$ cat config.mk
export PLATFORM = sky130hd
export DESIGN_NAME = uart_frame_sequencer_flat
export DESIGN_NICKNAME = d
export VERILOG_FILES = /design/src/rtl/uart_frame_sequencer_if.sv /design/src/rtl/uart_frame_sequencer.sv /design/src/flat_wrapper.sv
export SDC_FILE = /design/constraint.sdc
export NUM_CORES = 1
export LEC_CHECK = 0
export ABC_AREA = 1
export CORE_MARGIN = 8
export CORE_UTILIZATION = 45
export CTS_CLUSTER_SIZE = 14
export DETAILED_ROUTE_END_ITERATION = 16
export PLACE_DENSITY = 0.81
export SETUP_SLACK_MARGIN = 0.2
export SLEW_MARGIN = 25
export SYNTH_ARGS = -nofsm -noshare
export SYNTH_HDL_FRONTEND = slang
export SYNTH_SLANG_ARGS = --single-unit
$ cat constraint.sdc
create_clock -name clk -period 2 [get_ports clk]
set_input_delay 0.4 -clock clk [delete_from_list [all_inputs] [get_ports clk]]
set_output_delay 0.4 -clock clk [all_outputs]
set_load 0.02 [all_outputs]
$ cat src/rtl/uart_frame_sequencer_if.sv
// Frame/UART bus bundle for uart_frame_sequencer.
// slave = sequencer side, master = SPI front end and uart_tx bank side.
`timescale 1ns/1ps
interface uart_frame_sequencer_if #(
    parameter int NUM_OF_MODULES = 9
);
    logic                      frame_valid;
    logic                      frame_ready;
    logic [11:0]               sin_index;
    logic [3:0]                uart_id;
    logic [NUM_OF_MODULES-1:0] module_en;
    logic [NUM_OF_MODULES-1:0] tx_busy;
    logic [NUM_OF_MODULES-1:0] start_tx;
    logic [7:0]                data_to_tx;
    logic                      frame_done;
    logic                      timeout_err;
    logic [NUM_OF_MODULES-1:0] fail_mask;

    modport slave (
        input  frame_valid,
        input  sin_index,
        input  uart_id,
        input  module_en,
        input  tx_busy,
        output frame_ready,
        output start_tx,
        output data_to_tx,
        output frame_done,
        output timeout_err,
        output fail_mask
    );

    modport master (
        output frame_valid,
        output sin_index,
        output uart_id,
        output module_en,
        output tx_busy,
        input  frame_ready,
        input  start_tx,
        input  data_to_tx,
        input  frame_done,
        input  timeout_err,
        input  fail_mask
    );
endinterface

$ cat src/rtl/uart_frame_sequencer.sv
// Sequences the two-byte sine-index frame to the uart_tx bank.
// Optional FRAME_CHECKSUM_EN appends a third byte (byte1 ^ byte2).
`timescale 1ns/1ps
module uart_frame_sequencer #(
    parameter int NUM_OF_MODULES = 9,
    parameter int TIMEOUT_CYC    = 4096,
    parameter int CNT_W          = 13
) (
    input  logic clk,
    input  logic reset,
    uart_frame_sequencer_if.slave bus
);

    localparam int N = NUM_OF_MODULES;

`ifdef FRAME_CHECKSUM_EN
    localparam int             IDX_W    = 2;
    localparam logic [IDX_W-1:0] LAST_IDX = 2'd2;
`else
    localparam int             IDX_W    = 1;
    localparam logic [IDX_W-1:0] LAST_IDX = 1'b1;
`endif

    localparam logic [CNT_W-1:0] CNT_LAST = CNT_W'(TIMEOUT_CYC - 1);

    typedef enum logic [2:0] {
        S_IDLE,
        S_SEND,
        S_ACK,
        S_DRAIN,
        S_DONE
    } state_t;

    state_t           state_q, state_d;
    logic [7:0]       b1_q, b1_d;
    logic [7:0]       b2_q, b2_d;
    logic [7:0]       data_q, data_d;
    logic [N-1:0]     en_q, en_d;
    logic [N-1:0]     ack_q, ack_d;
    logic [N-1:0]     fail_q, fail_d;
    logic [CNT_W-1:0] cnt_q, cnt_d;
    logic [IDX_W-1:0] idx_q, idx_d;
    logic             terr_q, terr_d;

    logic [N-1:0]     start_o;
    logic             ready_o;
    logic             done_o;
    logic             terr_o;
    logic [N-1:0]     ack_now;
    logic [N-1:0]     drain_busy;
    logic             cnt_hit;
    logic [7:0]       next_byte;

    // Byte that follows the one currently on data_to_tx.
    always_comb begin
        next_byte = b2_q;
`ifdef FRAME_CHECKSUM_EN
        if (idx_q != '0) begin
            next_byte = b1_q ^ b2_q;
        end
`endif
    end

    // Phase bookkeeping: sticky ack, busy drain and timeout compare.
    always_comb begin
        ack_now    = ack_q | (bus.tx_busy & en_q);
        drain_busy = bus.tx_busy & en_q;
        cnt_hit    = (cnt_q == CNT_LAST);
    end

    // Next-state and output decode for the frame sequencer.
    always_comb begin
        state_d = state_q;
        b1_d    = b1_q;
        b2_d    = b2_q;
        data_d  = data_q;
        en_d    = en_q;
        ack_d   = ack_q;
        fail_d  = fail_q;
        cnt_d   = cnt_q;
        idx_d   = idx_q;
        terr_d  = terr_q;
        start_o = '0;
        ready_o = 1'b0;
        done_o  = 1'b0;
        terr_o  = 1'b0;

        unique case (state_q)
            S_IDLE: begin
                ready_o = 1'b1;
                if (bus.frame_valid) begin
                    b1_d   = {bus.uart_id, bus.sin_index[11:8]};
                    b2_d   = bus.sin_index[7:0];
                    en_d   = bus.module_en;
                    fail_d = '0;
                    terr_d = 1'b0;
                    idx_d  = '0;
                    ack_d  = '0;
                    cnt_d  = '0;
                    if (bus.module_en == '0) begin
                        state_d = S_DONE;
                    end else begin
                        data_d  = {bus.uart_id, bus.sin_index[11:8]};
                        state_d = S_SEND;
                    end
                end
            end
            S_SEND: begin
                start_o = en_q;
                ack_d   = bus.tx_busy & en_q;
                cnt_d   = '0;
                state_d = S_ACK;
            end
            S_ACK: begin
                start_o = en_q & ~ack_q;
                ack_d   = ack_now;
                cnt_d   = cnt_q + 1'b1;
                if (ack_now == en_q) begin
                    state_d = S_DRAIN;
                end else if (cnt_hit) begin
                    fail_d  = fail_q | (en_q & ~ack_now);
                    terr_d  = 1'b1;
                    state_d = S_DONE;
                end
            end
            S_DRAIN: begin
                cnt_d = cnt_q + 1'b1;
                if (drain_busy == '0) begin
                    if (idx_q == LAST_IDX) begin
                        state_d = S_DONE;
                    end else begin
                        idx_d   = idx_q + 1'b1;
                        data_d  = next_byte;
                        state_d = S_SEND;
                    end
                end else if (cnt_hit) begin
                    fail_d  = fail_q | drain_busy;
                    terr_d  = 1'b1;
                    state_d = S_DONE;
                end
            end
            S_DONE: begin
                done_o  = 1'b1;
                terr_o  = terr_q;
                terr_d  = 1'b0;
                state_d = S_IDLE;
            end
            default: begin
                state_d = S_IDLE;
            end
        endcase
    end

    // State and datapath registers; reset aborts any frame in flight.
    always_ff @(posedge clk or negedge reset) begin
        if (!reset) begin
            state_q <= S_IDLE;
            b1_q    <= '0;
            b2_q    <= '0;
            data_q  <= '0;
            en_q    <= '0;
            ack_q   <= '0;
            fail_q  <= '0;
            cnt_q   <= '0;
            idx_q   <= '0;
            terr_q  <= 1'b0;
        end else begin
            state_q <= state_d;
            b1_q    <= b1_d;
            b2_q    <= b2_d;
            data_q  <= data_d;
            en_q    <= en_d;
            ack_q   <= ack_d;
            fail_q  <= fail_d;
            cnt_q   <= cnt_d;
            idx_q   <= idx_d;
            terr_q  <= terr_d;
        end
    end

    assign bus.frame_ready = ready_o;
    assign bus.start_tx    = start_o;
    assign bus.data_to_tx  = data_q;
    assign bus.frame_done  = done_o;
    assign bus.timeout_err = terr_o;
    assign bus.fail_mask   = fail_q;

endmodule
$ cat src/flat_wrapper.sv
// flat-port wrapper written by rule: the top's interface ports become plain ports
module uart_frame_sequencer_flat 
#(
    parameter int NUM_OF_MODULES = 9,
    parameter int TIMEOUT_CYC    = 4096,
    parameter int CNT_W          = 13
)
  (clk, reset, bus_frame_valid, bus_sin_index, bus_uart_id, bus_module_en, bus_tx_busy, bus_frame_ready, bus_start_tx, bus_data_to_tx, bus_frame_done, bus_timeout_err, bus_fail_mask);
  uart_frame_sequencer_if #(.NUM_OF_MODULES(NUM_OF_MODULES)) bus_i ();
  input  logic clk;
  input  logic reset;
  input wire logic [$bits(bus_i.frame_valid)-1:0] bus_frame_valid;
  input wire logic [$bits(bus_i.sin_index)-1:0] bus_sin_index;
  input wire logic [$bits(bus_i.uart_id)-1:0] bus_uart_id;
  input wire logic [$bits(bus_i.module_en)-1:0] bus_module_en;
  input wire logic [$bits(bus_i.tx_busy)-1:0] bus_tx_busy;
  output wire logic [$bits(bus_i.frame_ready)-1:0] bus_frame_ready;
  output wire logic [$bits(bus_i.start_tx)-1:0] bus_start_tx;
  output wire logic [$bits(bus_i.data_to_tx)-1:0] bus_data_to_tx;
  output wire logic [$bits(bus_i.frame_done)-1:0] bus_frame_done;
  output wire logic [$bits(bus_i.timeout_err)-1:0] bus_timeout_err;
  output wire logic [$bits(bus_i.fail_mask)-1:0] bus_fail_mask;
  assign bus_i.frame_valid = bus_frame_valid;
  assign bus_i.sin_index = bus_sin_index;
  assign bus_i.uart_id = bus_uart_id;
  assign bus_i.module_en = bus_module_en;
  assign bus_i.tx_busy = bus_tx_busy;
  assign bus_frame_ready = bus_i.frame_ready;
  assign bus_start_tx = bus_i.start_tx;
  assign bus_data_to_tx = bus_i.data_to_tx;
  assign bus_frame_done = bus_i.frame_done;
  assign bus_timeout_err = bus_i.timeout_err;
  assign bus_fail_mask = bus_i.fail_mask;
  uart_frame_sequencer #(.NUM_OF_MODULES(NUM_OF_MODULES), .TIMEOUT_CYC(TIMEOUT_CYC), .CNT_W(CNT_W)) u_core (.clk(clk), .reset(reset), .bus(bus_i));
endmodule
==> run metrics, run 1 <==
sequential area share after synthesis 0.442; worst skew pair latency 0.34 ns; remaining antenna violation count after routing 0; maxcap violations 0; WS Path Type reg -> out; Worst Setup Start Kind flop; Final Instance Area 5340 um^2; setup ws final -0.0780 ns; Slew HR 0.709; Max stage delay on crit path 0.40 ns; Util after Layout 0.705; Synth Cell Area 3460 um^2; DR top layer met4; CTS tree yes; DR vias/cell 5.30; area delta synth->final 54.4%; first drt pass iteration count 6; worst-path fanout max 10; Layout Nets 669; Setup crit end kind primary output; Max Slew Vio Count 0; P_leak 2.74 nW; Final min period a little over 2 ns; largest net degree at the start of global routing just over 60; commonest cells after routing, fill and taps aside nand2_1 (164), buf_4 (68), dfrtp_1 (60); Final Hold Vio Count 0; dpl cells 683; pwr/cell area approximately 1600 nW/um^2; Reg clk slew, reported paths 0.07 ns; Die Height about 100 um; critical path required time around 1.6 ns; failing checks negative setup slack; proportion of layout cells with a drive suffix above 1 0.312; outcome complete, but fails checks; total power 8.38 mW; Iteration-0 DRC Markers 329; Syn Inst Count 480; family with the most delay on the worst path buffers and inverters; RSZ-0062 raised after global routing yes; hpwl dp 7.49 mm; worst slew pin tran approximately 0.44 ns; Critical Path Slowest Stage Cell dfrtp_1; Seq cells post-synth 61; Routed Wire Length 11.5 mm; area of the core 7570 um^2; Die X 104 um; final setup fails 8; Tcrit/Tclk final 1.04; diode count 0; Die Outline Area about 11000 um^2; Mean Syn Cell Area slightly above 7 um^2; vias in the first global route 3871; f_max 0.481 GHz; # clock sinks slightly above 60; first-pass GRT wire length 18.1 mm; dpl cell area between 4000 and 5000 um^2; Inserted Clock Buffers 9; Max IR drop VDD between 700 and 800 uV; Initial Utilization 0.457; via total after detailed routing roughly 3900; Top Ports 66; Max Root-Sink Buffers 2; GRT overflow 0; commonest non-fill, non-tap cell in the layout nand2_1; IO Port Bufs 65; Netlist cell types 30; Syn Nets 527; Residual DRC 0; Fillers 533; CTS H-tree depth 3; Total GRT Usage 0.201; Clock Skew 0.00833 ns; DR WL/cell 15.8 um; CP arrival 1.68 ns; CP dominant cell by count inv_2; YS warnings 0; root buffer cell clkbuf_8; # rows 32; Met3 Wirelength 748 um; routability cong. ~0.9; worst hold-check path type in -> async; Hold WS 0.0364 ns; met2 WL 5.71 mm; CP bufs+invs 4; Critical Path, Cell by Cell inv_2 > nand2_4 > nor2_4 > inv_2 > nand2_2 > buf_12 > nand2_1 > a21oi_2 > buf_4; met1 wire length 4.62 mm; Post-Layout Cell Count 728; initial antenna violation count 0
-- final cells by class --
type / count / area, um^2 / area share
Clock buffer: 11 / 151 / 0.0284
Clock inverter: 4 / 95.1 / 0.0178
Multi-Input combinational cell: 373 / 2030 / 0.380
Sequential cell: 61 / 1530 / 0.286
Inverter: 39 / 154 / 0.0288
Timing Repair Buffer: 138 / 1250 / 0.235
Tap cell: 102 / 128 / 0.0239
-- sequential cells by signal (all words and copies together), names as in the netlist --
| signal | cells |
|---|---|
| u_core.bus.fail_mask | 9 |
| u_core.state_q | 3 |
| u_core.cnt_q | 13 |
| u_core.en_q | 9 |
| u_core.ack_q | 9 |
| u_core.terr_q | 1 |
| u_core.idx_q | 1 |
| u_core.bus.data_to_tx | 8 |
| u_core.b2_q | 8 |
-- metrics by stage --
| step | setup TNS, ns | worst slack, ns |
|---|---|---|
| finish | -0.308 | -0.0780 |
| detailed placement | -3.96 | -0.276 |
| global route | -0.928 | -0.138 |
| floorplan | 0 | 0.198 |
| CTS | 0 | 0.0115 |
| global placement | -3.17 | -0.223 |
-- synth_stat cells (all sizes together) --
cell type | instances | area share
a21oi | 33 | 0.048
nand2 | 195 | 0.22
nand3 | 27 | 0.039
o21bai | 1 | 0.0022
and3 | 1 | 0.0018
o21ai | 19 | 0.032
a31oi | 3 | 0.0054
a211oi | 1 | 0.0022
nand3b | 5 | 0.011
dfrtp | 61 | 0.44
inv | 39 | 0.042
o22ai | 3 | 0.0054
ha | 10 | 0.036
a22o | 2 | 0.0051
clkbuf | 5 | 0.0054
nor2 | 63 | 0.083
nand4 | 2 | 0.0036
buf | 4 | 0.0065
o221ai | 2 | 0.0051
nor3 | 4 | 0.0058
-- report_power, final --
part           internal, mW  leakage (nW)  switching, mW
sequential             1.66         0.799          0.397
combinational          2.12          1.82           2.83
clock                 0.887         0.125          0.490
total                  4.67          2.74           3.72
-- cell families after synthesis --
group,after synthesis,share of synthesized area
DFF,61,0.442
and+or+nand+nor,297,0.363
AOI/OAI and AO/OA,64,0.105
adders and majority gates,10,0.0362
buffers and inverters,48,0.0543
-- worst register-to-register path, delay by kind of cell (launching register included) --
kind | cells | cell delay (ns)
DFF | 1 | 0.41
adders and majority gates | 1 | 0.29
buffers and inverters | 2 | 0.12
and+or+nand+nor | 8 | 0.68
AOI/OAI and AO/OA | 1 | 0.25
-- final timing paths --
| kind | start | end | slack (ns) | cells past startpoint |
|---|---|---|---|---|
| setup / recovery | u_core.state_q[2] | bus_start_tx[7] | -0.08 | 9 |
| setup reg to reg | u_core.en_q[2] | u_core.bus.fail_mask[7] | 0.19 | 12 |
| min in group clk | u_core.b2_q[1] | u_core.b2_q[1] | 0.48 | 2 |
| hold reg to reg | u_core.b2_q[1] | u_core.b2_q[1] | 0.48 | 2 |
| hold / removal | reset | u_core.bus.fail_mask[1] | 0.04 | 2 |
| max in group asynchronous | reset | u_core.state_q[0] | 1.65 | 2 |
-- layer usage --
metal,GRT usage,up-vias
li1,-,1821
met1,0.241,1806
met2,0.334,180
met3,0.0502,48
met4,0.0829,0
met5,0,-
-- what timing repair did --
action / CTS / global route
resized for setup: 105 / 61
endpoints found under the setup margin: 24 / 36
cloned: 2 / 0
pin swaps: 21 / 30
buffers inserted: 19 / 9
hold buffers: 0 / 0
(Power assumes the default switching activity.)
==> run 2: changes to the inputs <==
CORE_UTILIZATION = 52   (was 45)
PLACE_DENSITY = 0.9   (was 0.81)
==> run 2 against run 1 <==
  * The flow still finishes with violations (negative setup slack)
  * Fmax shrank 6.7%
  * Clock skew up 0.010 ns
  * Combinational power up 12%
  * Critical endpoint is now bus_start_tx[1]
  * Clock power fell by 6%
  * Final cell count fell by 0.69%
  * Global-route usage increased by 7.0 points
  * Via count grew 17%
==> run metrics, run 2 (synthesis gave the netlist of run 1 again) <==
outcome complete, but fails checks; failing checks negative setup slack; worst skew pair latency 0.37 ns (+0.03 ns); family with the most delay on the worst path buffers and inverters; DR vias/cell 6.26 (+18%); GRT overflow 0 (unchanged); diode count 0 (unchanged); Critical Path Slowest Stage Cell dfrtp_1; Total GRT Usage 0.271 (+0.0704); worst-path fanout max 5 (-5); Worst Setup Start Kind flop; IO Port Bufs 65 (unchanged); Setup crit end kind primary output; Critical Path, Cell by Cell inv_2 > nand2_4 > nor2_4 > inv_2 > nand2_4 > buf_12 > nand2_4 > a21oi_4 > buf_6; Clock Skew 0.0188 ns (+0.0105 ns); routability cong. 0.910 (-1.2%); worst hold-check path type in -> async; Met3 Wirelength 1.89 mm (+150%); Top Ports 66 (unchanged); first-pass GRT wire length 21.0 mm (+16%); area delta synth->final 59.3%; maxcap violations 0 (unchanged); Reg-to-Reg Start u_core.en_q[8]; area of the core 6390 um^2 (-16%); met2 WL 7.26 mm (+27%); CP arrival 1.83 ns (+0.15 ns); Max Root-Sink Buffers 2 (unchanged); commonest non-fill, non-tap cell in the layout nand2_1; f_max 0.449 GHz (-6.7%); Die Height 97.5 um (-5.9%); Die Outline Area 9510 um^2 (-11%); Die X 97.5 um (-5.9%); CTS Hold Bufs 0 (unchanged); Residual DRC 0 (unchanged); remaining antenna violation count after routing 0 (unchanged); RSZ-0062 raised after global routing yes; largest net degree at the start of global routing 62 (unchanged); Iteration-0 DRC Markers 487 (+48%); # clock sinks 61 (unchanged); initial antenna violation count 1 (+1); Max IR drop VDD 1260 uV (+69%); proportion of layout cells with a drive suffix above 1 0.347 (+0.0352); root buffer cell clkbuf_8; pwr/cell area 1630 nW/um^2 (+4.1%); Routed Wire Length 15.8 mm (+37%); CP dominant cell by count nand2_4; max reg flops 13 (unchanged); # rows 29 (-9.4%); Slew HR 0.749 (+0.0398); P_leak 2.93 nW (+7.0%); Reg clk slew, reported paths 0.08 ns (about the same); critical path required time 1.60 ns (about the same); DR top layer met5; Layout Nets 688 (+2.8%); Inserted Clock Buffers 9 (unchanged); Final Hold Vio Count 0 (unchanged); hpwl dp 7.63 mm (+1.8%); dpl cell area 4570 um^2 (-0.90%); setup ws final -0.228 ns (-0.150 ns); Initial Utilization 0.541 (+0.0845); WS Path Type reg -> out; final setup fails 19 (+11); CTS tree yes; Tcrit/Tclk final 1.11 (+0.0750); Final min period 2.23 ns (+0.150 ns); CTS H-tree depth 3 (unchanged); crit path from u_core.state_q[2]; commonest cells after routing, fill and taps aside nand2_1 (163), buf_4 (84), dfrtp_1 (57); CP bufs+invs 4 (unchanged); Max Slew Vio Count 0 (unchanged); DR WL/cell 21.8 um (+38%); first drt pass iteration count 7 (+1); Final Instance Area 5500 um^2 (+3.1%); via total after detailed routing 4524 (+17%); vias in the first global route 4285 (+11%); worst slew pin tran 0.376 ns (-0.0601 ns); Max stage delay on crit path 0.41 ns (about the same); Most flops, register u_core.cnt_q; Util after Layout 0.862 (+0.157); total power 9.00 mW (+7.3%); met1 wire length 5.40 mm (+17%)
[run 2: worst paths after layout]
check / end / slack [ns] / cells after the start
setup / recovery: bus_start_tx[1] / -0.23 / 9
hold / removal: u_core.ack_q[2] / 0.02 / 2
setup reg to reg: u_core.bus.fail_mask[5] / -0.15 / 12
hold reg to reg: u_core.bus.data_to_tx[4] / 0.49 / 2
max in group asynchronous: u_core.state_q[1] / 1.66 / 2
min in group clk: u_core.bus.data_to_tx[4] / 0.49 / 2
[run 2: cell type report]
type | instances | area (um^2)
flip-flops and latches | 61 | 1530
clock inverters | 6 | 86.3
inverters | 39 | 151
well taps | 77 | 96.3
repair buffers | 157 | 1430
fillers | 325 | 882
clock buffers | 10 | 138
multi-input cells | 373 | 2070
[run 2: what timing repair did]
action | CTS | global route
gates cloned | 2 | 1
gates resized for setup | 108 | 78
pin swaps | 6 | 18
buffers inserted | 34 | 15
endpoints found under the setup margin | 24 | 49
[run 2: power by group]
group / switching (mW) / internal, mW / total [mW] / leakage (nW)
Clock: 0.568 / 0.733 / 1.30 / 0.112
Sequential: 0.475 / 1.66 / 2.14 / 0.796
Combinational: 3.31 / 2.25 / 5.56 / 2.02
[run 2: metrics by stage]
step | setup WS [ns] | setup TNS, ns | hold WS, ns | std cells
2_1_floorplan | 0.198 | 0 | 0.104 | 480
6_report | -0.228 | -2.48 | 0.0235 | 723
4_1_cts | 0.00521 | 0 | 0.0570 | 707
5_1_grt | -0.306 | -3.83 | 0.0639 | 723
3_5_place_dp | -0.279 | -4.05 | 0.432 | 655
3_3_place_gp | -0.234 | -3.22 | 0.433 | 655
[run 2: metal layers]
layer | track usage | vias up
met5 | 0 | -
li1 | - | 1871
met4 | 0.172 | 2
met2 | 0.442 | 449
met1 | 0.294 | 2061
met3 | 0.0925 | 141
==> run 3: changes to the inputs <==
clock period = 2.08 ns   (was 2 ns; I/O delays follow)
==> run 3 against run 2 <==
  * The flow still finishes with violations (negative setup slack)
  * Final cell count shrank 1.8%
  * Utilization is 7.1 points lower
  * Critical path depth did not move
  * Sequential power fell by 7%
  * Clock power shrank 29%
  * Non-clock buffer count is 13 lower
  * Critical endpoint is now bus_start_tx[8]
==> run metrics, run 3 (synthesis gave the netlist of run 1 again) <==
largest net degree at the start of global routing 62 (unchanged); first drt pass iteration count 8 (+1); first-pass GRT wire length 18.9 mm (-9.8%); worst slew pin tran 0.445 ns (+0.0690 ns); RSZ-0062 raised after global routing yes; P_leak 2.61 nW (-11%); worst-path fanout max 10 (+5); area of the core 6390 um^2 (unchanged); worst hold-check path type in -> async; DR WL/cell 17.2 um (-21%); CTS Hold Bufs 0 (unchanged); commonest cells after routing, fill and taps aside nand2_1 (184), buf_4 (84), dfrtp_1 (56); root buffer cell clkbuf_8; Max Slew Vio Count 0 (unchanged); diode count 0 (unchanged); initial antenna violation count 0 (-1); Slew HR 0.700 (-0.0488); Hold WS 0.0505 ns (+0.0270 ns); Layout Nets 675 (-1.9%); maxcap violations 0 (unchanged); vias in the first global route 4015 (-6.3%); worst skew pair latency 0.36 ns (about the same); Total GRT Usage 0.241 (-0.0300); commonest non-fill, non-tap cell in the layout nand2_1; CTS H-tree depth 3 (unchanged); Crit Reg-Reg Endpoint u_core.ack_q[5]; IO Port Bufs 65 (unchanged); via total after detailed routing 4054 (-10%); Tcrit/Tclk final 1.01; pwr/cell area 1450 nW/um^2 (-11%); # clock sinks 61 (unchanged); CP arrival 1.68 ns (-0.15 ns); Max IR drop VDD 748 uV (-40%); FF/Latch Area 1530 um^2 (about the same); Die Height 97.5 um (unchanged); Die X 97.5 um (unchanged); multi-input logic area 1880 um^2 (-9.2%); outcome complete, but fails checks; Setup crit end kind primary output; Initial Utilization 0.541 (unchanged); DR vias/cell 5.71 (-8.7%); Fillers 417 (+28%); Reg-to-Reg Start u_core.state_q[2]; Iteration-0 DRC Markers 382 (-22%); pre-CTS WS -0.239 ns (+0.0404 ns); # rows 29 (unchanged); Clock Skew 0.0163 ns (-0.00253 ns); setup ws final -0.0155 ns (+0.213 ns); Worst Setup Start Kind flop; proportion of layout cells with a drive suffix above 1 0.278 (-0.0687); final setup fails 2 (-17); failing checks negative setup slack; WS Path Type reg -> out; Max Root-Sink Buffers 2 (unchanged); routability cong. 0.970 (+6.6%); critical path required time 1.66 ns (+0.06 ns); GRT overflow 0 (unchanged); Final min period between 2 and 2.5 ns; Final Hold Vio Count 0 (unchanged); Reg clk slew, reported paths 0.08 ns (about the same); R2R Setup Slk 0.08 ns (+0.23 ns); Worst Reg-to-Reg Cells 9 (-3); Die Outline Area 9510 um^2 (unchanged); Util after Layout 0.791 (-0.0707); CTS tree yes; f_max between 0.4 and 0.5 GHz; Top Ports 66 (unchanged); max reg flops 13 (unchanged); total power 7.31 mW (-19%); remaining antenna violation count after routing 0 (unchanged); Residual DRC 0 (unchanged); hpwl dp 7.47 mm (-2.1%); Inserted Clock Buffers 9 (unchanged); Most flops, register u_core.cnt_q; area delta synth->final 46.2%; Routed Wire Length 12.2 mm (-23%)
## run 3: timing repair
item                       CTS  global route
buffers inserted            33            10
pin swaps                   13             4
cloned                       2             0
setup endpoints to repair   23            33
gates resized for setup     85            31
## run 3: cell type report
class | count | share of cell area
clock buffers | 11 | 0.0260
repair buffers | 144 | 0.245
flip-flops and latches | 61 | 0.303
inverters | 39 | 0.0295
multi-input cells | 373 | 0.372
clock inverters | 5 | 0.00545
well taps | 77 | 0.0191
## run 3: report_power, final
group	switching, mW	internal, mW
clock	0.502	0.424
sequential	0.383	1.60
combinational	2.57	1.83
## run 3: how the worst max path moves through the flow
| stage | depth (start not counted) | end | start | slack (ns) |
|---|---|---|---|---|
| 2_1_floorplan | 7 | bus_start_tx[7] | u_core.state_q[2] | 0.16 |
| 3_3_place_gp | 13 | u_core.bus.fail_mask[1] | bus_tx_busy[3] | -0.18 |
| 3_5_place_dp | 13 | u_core.bus.fail_mask[7] | bus_tx_busy[3] | -0.24 |
| 4_1_cts | 9 | bus_start_tx[6] | u_core.state_q[2] | 0.07 |
| 5_1_grt | 9 | bus_start_tx[8] | u_core.state_q[2] | -0.09 |
| 6_report | 9 | bus_start_tx[8] | u_core.state_q[2] | -0.02 |
## run 3: through the flow
step / instances / instance area, um^2 / TNS, ns
after detailed placement: 649 / 4480 / -2.91
after global routing: 710 / 5050 / -0.348
final: 710 / 5050 / -0.0286
after CTS: 700 / 4900 / 0
after floorplan: 480 / 3480 / 0
after global placement: 649 / 4480 / -1.95
## run 3: worst max-delay path, cell delays in order (launching register included)
cell     delay (ns)
dfrtp_1        0.40
inv_2          0.09
nand2_4        0.06
nor2_4         0.10
inv_2          0.06
nand2_2        0.08
buf_12         0.14
nand2_1        0.09
a21oi_2        0.14
buf_4          0.17
## run 3: per-layer routing
layer	up-vias	track usage	wire length, um
li1	1840	-	-
met1	1882	0.272	4550
met2	255	0.406	6040
met3	77	0.0526	972
met4	0	0.145	642
met5	-	0	0
